==> src/rtl/mips_ins_mem_boot_loader.sv <==
// Instruction memory for the single-cycle MIPS core, with a boot loader in front of it.
// A program arrives over a valid/ready word stream and is written into the word array.
// The core is held in reset until the load completes, then released after a fixed delay.
// Fetches are combinational. Anything outside the loaded program returns 0, which is a NOP.
module mips_ins_mem_boot_loader #(
    parameter int unsigned ADDR_WIDTH    = 32,
    parameter int unsigned DATA_WIDTH    = 32,
    parameter int unsigned MEM_DEPTH     = 64,
    parameter int unsigned RELEASE_DELAY = 4
) (
    input  logic                           CLK,
    input  logic                           RST_N,
    input  logic                           LD_VALID,
    input  logic [DATA_WIDTH-1:0]          LD_DATA,
    input  logic                           LD_LAST,
    output logic                           LD_READY,
    input  logic [ADDR_WIDTH-1:0]          PC_to_ins_mem,
    output logic [DATA_WIDTH-1:0]          ins_mem_RD,
    output logic                           CORE_RST_N,
    output logic                           LOAD_DONE,
    output logic                           LOAD_ERR,
    output logic [$clog2(MEM_DEPTH+1)-1:0] WORD_COUNT
);

    localparam int unsigned IdxW = $clog2(MEM_DEPTH);
    localparam int unsigned CntW = $clog2(MEM_DEPTH + 1);
    localparam int unsigned DlyW = $clog2(RELEASE_DELAY + 1);

    typedef enum logic [1:0] {
        StLoad,
        StHold,
        StRun,
        StErr
    } state_e;

    state_e                state_q, state_d;
    logic [IdxW-1:0]       wr_ptr_q, wr_ptr_d;
    logic [CntW-1:0]       word_count_q, word_count_d;
    logic [DlyW-1:0]       dly_cnt_q, dly_cnt_d;
    logic                  ld_ready_q, ld_ready_d;
    logic                  core_rst_n_q, core_rst_n_d;
    logic                  load_done_q, load_done_d;
    logic                  load_err_q, load_err_d;

    logic [DATA_WIDTH-1:0] mem_q [MEM_DEPTH];

    logic                  xfer;
    logic [IdxW-1:0]       rd_idx;
    logic                  pc_hi_zero;
    logic                  unused_pc_lsb;

    assign xfer          = LD_VALID & ld_ready_q;
    assign rd_idx        = PC_to_ins_mem[IdxW+1:2];
    assign pc_hi_zero    = (PC_to_ins_mem >> (IdxW + 2)) == '0;
    // Byte offset within a word has no meaning for word fetches.
    assign unused_pc_lsb = ^PC_to_ins_mem[1:0];

    // Next-state logic for the loader FSM and its registered outputs.
    always_comb begin
        state_d      = state_q;
        wr_ptr_d     = wr_ptr_q;
        word_count_d = word_count_q;
        dly_cnt_d    = dly_cnt_q;

        unique case (state_q)
            StLoad: begin
                if (xfer) begin
                    wr_ptr_d     = wr_ptr_q + 1'b1;
                    word_count_d = word_count_q + 1'b1;
                    // LAST on the final slot is a legal full load, so LAST wins.
                    if (LD_LAST) begin
                        state_d = StHold;
                    end else if (wr_ptr_q == IdxW'(MEM_DEPTH - 1)) begin
                        state_d = StErr;
                    end
                end
            end
            StHold: begin
                if (dly_cnt_q == DlyW'(RELEASE_DELAY)) begin
                    state_d = StRun;
                end else begin
                    dly_cnt_d = dly_cnt_q + 1'b1;
                end
            end
            StRun: begin
            end
            StErr: begin
            end
            default: begin
                state_d = StLoad;
            end
        endcase

        // Outputs follow the next state so they are registered alongside it.
        ld_ready_d   = (state_d == StLoad);
        core_rst_n_d = (state_d == StRun);
        load_done_d  = (state_d == StRun);
        load_err_d   = (state_d == StErr);
    end

    // State and control registers; asynchronous reset returns everything to LOAD.
    always_ff @(posedge CLK or negedge RST_N) begin
        if (!RST_N) begin
            state_q      <= StLoad;
            wr_ptr_q     <= '0;
            word_count_q <= '0;
            dly_cnt_q    <= '0;
            ld_ready_q   <= 1'b0;
            core_rst_n_q <= 1'b0;
            load_done_q  <= 1'b0;
            load_err_q   <= 1'b0;
        end else begin
            state_q      <= state_d;
            wr_ptr_q     <= wr_ptr_d;
            word_count_q <= word_count_d;
            dly_cnt_q    <= dly_cnt_d;
            ld_ready_q   <= ld_ready_d;
            core_rst_n_q <= core_rst_n_d;
            load_done_q  <= load_done_d;
            load_err_q   <= load_err_d;
        end
    end

    // Program array write port; contents are deliberately not reset.
    always_ff @(posedge CLK) begin
        if (xfer) begin
            mem_q[wr_ptr_q] <= LD_DATA;
        end
    end

    // Combinational fetch. Fetches return NOP unless the core is running and the
    // address falls inside the loaded program.
    always_comb begin
        ins_mem_RD = '0;
        if ((state_q == StRun) && pc_hi_zero && (CntW'(rd_idx) < word_count_q)) begin
            ins_mem_RD = mem_q[rd_idx];
        end
    end

    assign LD_READY   = ld_ready_q;
    assign CORE_RST_N = core_rst_n_q;
    assign LOAD_DONE  = load_done_q;
    assign LOAD_ERR   = load_err_q;
    assign WORD_COUNT = word_count_q;

endmodule

==> config.mk <==
export PLATFORM = sky130hd
export DESIGN_NAME = mips_ins_mem_boot_loader
export DESIGN_NICKNAME = d
export VERILOG_FILES = /design/src/rtl/mips_ins_mem_boot_loader.sv
export SDC_FILE = /design/constraint.sdc
export NUM_CORES = 2
export LEC_CHECK = 0
export BUFFER_PORTS_ARGS = -buffer_cell sky130_fd_sc_hd__buf_2
export CAP_MARGIN = 10
export CORE_MARGIN = 3
export CORE_UTILIZATION = 40
export CTS_CLUSTER_DIAMETER = 60
export DETAILED_ROUTE_END_ITERATION = 10
export SLEW_MARGIN = 10
export SYNTH_ARGS = -nofsm -noshare
export SYNTH_HDL_FRONTEND = slang
export SYNTH_SLANG_ARGS = --single-unit
==> constraint.sdc <==
create_clock -name CLK -period 10.6 [get_ports CLK]
set_input_delay 2.12 -clock CLK [delete_from_list [all_inputs] [get_ports CLK]]
set_output_delay 2.12 -clock CLK [all_outputs]
set_load 0.005 [all_outputs]
==> flow_summary.json <==
{
  "outcome": "finished clean",
  "fin_area_sq_um": 90500,
  "numCtsBuffers": 208,
  "ant_nets": 0,
  "cts_tree": "done",
  "grt_max_degree": 104,
  "ctsHoldBuffers": 0,
  "dieArea_sq_um": 206000,
  "hold_path.class": "register to register",
  "timing.final.crit_share_pct": 75.2,
  "place_congestion": 0.747,
  "drc": 0,
  "cap_viol_max_count": 0,
  "cts_resized": 0,
  "finalHoldViolCount": 0,
  "arrival_ns": 5.85,
  "num_io_pins": 111,
  "syn_area_sq_um": 80100,
  "critical_path_required_ns": 8.48,
  "cts_sinks": 2069,
  "vias": 38600,
  "power.total_mw": 16.6,
  "drv_slew": 0,
  "crit_type": "input port to output port",
  "grt_antenna_before_repair": 14,
  "path_clk_slew_ns": 0.05,
  "nNetsFinal": 3836,
  "hold-worst-slack_ns": 0.505,
  "h-tree-depth": 4,
  "powerDensity_nw_per_um2": 183,
  "grt_pass1_wl_mm": 302,
  "grtUsageTotal_pct": 20.9,
  "cp_max_fo": 38,
  "cts_root_buf": "clkbuf_16",
  "syn_inst": 3521,
  "synth_cell_types": 67,
  "synth.ff_latch_count": 2069,
  "preCtsSetupSlack_ns": 2.56,
  "io_buffers": 108,
  "synth_edf_count": 2048,
  "syn_area_per_cell_sq_um": 22.8,
  "drt-total-wl_mm": 215,
  "placed_area_sq_um": 84100,
  "setup_ws_ns": 2.63,
  "finalSetupViolCount": 0,
  "core_sq_um": 198000,
  "relSlewSlack_pct": 15.3,
  "ys_seq_area_share_pct": 77.4,
  "cp-start-kind": "input port",
  "die_y_um": 454,
  "grt.overflow.total": 0,
  "fin_skew_ns": 0.0431,
  "first_global_vias": 38900,
  "start_util_pct": 40.4,
  "setup_tns_ns": 0,
  "async_flop_share_pct": 1.01,
  "post_cts.repair.setup_buffers": 0,
  "drt_iter0_markers": 4135,
  "ir_worst_vdd_v": 0.000141,
  "dr.pass1.iters": 5,
  "ys_warn_count": 0,
  "wire_per_inst_um": 32.6,
  "syn-num-nets": 3598,
  "max-clock-path-buffers": 3,
  "die_x_um": 454,
  "synth_ff_type": "edfxtp_1",
  "tightest_slew_ns": 1.24,
  "fin_crit_ns": 7.97,
  "p_leak_nw": 28.2,
  "end_kind": "output port",
  "std_cell_rows": 163,
  "clock.fmax_ghz": 0.125,
  "dp_hpwl_mm": 106,
  "via_per_inst": 5.87,
  "syn_to_final_growth_pct": 12.9,
  "drive_above_1_share_pct": 28.1,
  "rsz0062_at_grt": "no",
  "insertion_delay_ns": 0.85
}
-- path summary, 6_finish.rpt --
path | endpoint | startpoint | slack (ns) | depth (start not counted)
max in group asynchronous | WORD_COUNT[4] | RST_N | 9.01 | 1
worst min-delay path | dly_cnt_q[0] | dly_cnt_q[0] | 0.51 | 1
min in group asynchronous | dly_cnt_q[0] | RST_N | 1.25 | 1
worst min register to register | dly_cnt_q[0] | dly_cnt_q[0] | 0.51 | 1
worst max-delay path | ins_mem_RD[17] | PC_to_ins_mem[2] | 2.63 | 7
worst max register to register | mem_q[31][4] | wr_ptr_q[2] | 7.62 | 4
-- state kept, by name, summed over array words and instances (netlist names) --
| name | cells |
|---|---|
| WORD_COUNT | 7 |
| state_q | 2 |
| mem_q | 2048 |
| dly_cnt_q | 3 |
| LOAD_DONE | 1 |
| LD_READY | 1 |
| LOAD_ERR | 1 |
| wr_ptr_q | 6 |
-- final cells by class --
type                            count  area [sq um]
Inverter                           13          55.1
Fill cell                       16500        108000
Clock buffer                      260          5400
Sequential cell                  2069         62000
Antenna cell                        7          17.5
Clock inverter                    122           947
Timing Repair Buffer              224          1560
Tap cell                         2640          3300
Multi-Input combinational cell   1243         17200
-- report_power, final --
part	internal (mW)	switching, mW	leakage, nW
clock	3.79	3.09	3.09
combinational	0.261	0.443	6.41
sequential	8.99	0	18.7
-- routing by layer --
metal  vias to the layer above  routed length, um  track usage [%]
li1                      15500                  -                -
met1                     21200              85000             28.3
met2                      1611             107000             34.6
met3                       333              16300             3.91
met4                         8               6140             6.10
met5                         -                 54                0
-- Yosys cell counts, drive strengths merged (12+ instances only) --
master     n  area share, %
nor2      90           0.42
a31oi     15           0.12
nor2b     15           0.12
nand4     19           0.15
mux2i    118            1.5
a221o     12           0.15
mux4     534             15
buf      147            1.5
and3      14           0.11
a211oi    18           0.17
o22ai     19           0.15
dfrtp     21           0.66
clkbuf    49           0.23
o21ai     28           0.17
nand3     23           0.14
nand2    132           0.62
edfxtp  2048             77
a221oi    24           0.29
a21oi     45           0.28
nor3      21           0.13
-- layout by cell type, fill, tap and decap left out, types with 13 or more instances in the layout --
cell       netlist  final
clkbuf_16        0    208
o22ai_1         19     19
mux4_1          16     16
nor2b_1         15     13
edfxtp_1      2048   2048
nor2_1          90     31
a221oi_1        21     21
a21oi_1         45     45
nor3_1          21     18
mux4_2         518    518
clkinv_2         0     36
a31oi_1         15     15
nand3_1         23     23
buf_4           28    107
nor2_4           0     59
a211oi_1        18     18
buf_2           64    104
dfrtp_1         21     21
mux2i_1        118    118
o21ai_0         23     23
and3_1          14     13
clkinv_1         3     54
clkbuf_1        48     52
nand4_1         19     19
nand2_1        132    132
-- through the flow --
step                      utilization, %  std cells
after detailed placement            42.4       6189
final                               45.6       6578
after floorplan                        -       3521
after CTS                           45.6       6571
after global routing                45.6       6573
after global placement              42.4       6189
-- critical path, stage by stage --
cell and delay (ns):
buf_8 0.44, buf_4 0.63, mux4_2 0.59, mux4_2 0.46
mux2i_1 0.85, o32ai_1 0.40, buf_2 0.24
-- cell families after synthesis --
logic type / share of synthesized area [%]
AND/OR/NAND/NOR: 2.04
AO/OA/AOI/OAI: 1.89
multiplexers: 16.6
flip-flops: 77.4
XOR/XNOR: 0.131
adder cells (fa/ha/maj): 0.141
buffers and inverters: 1.77
Note: power is estimated with default switching activity, not from simulation.
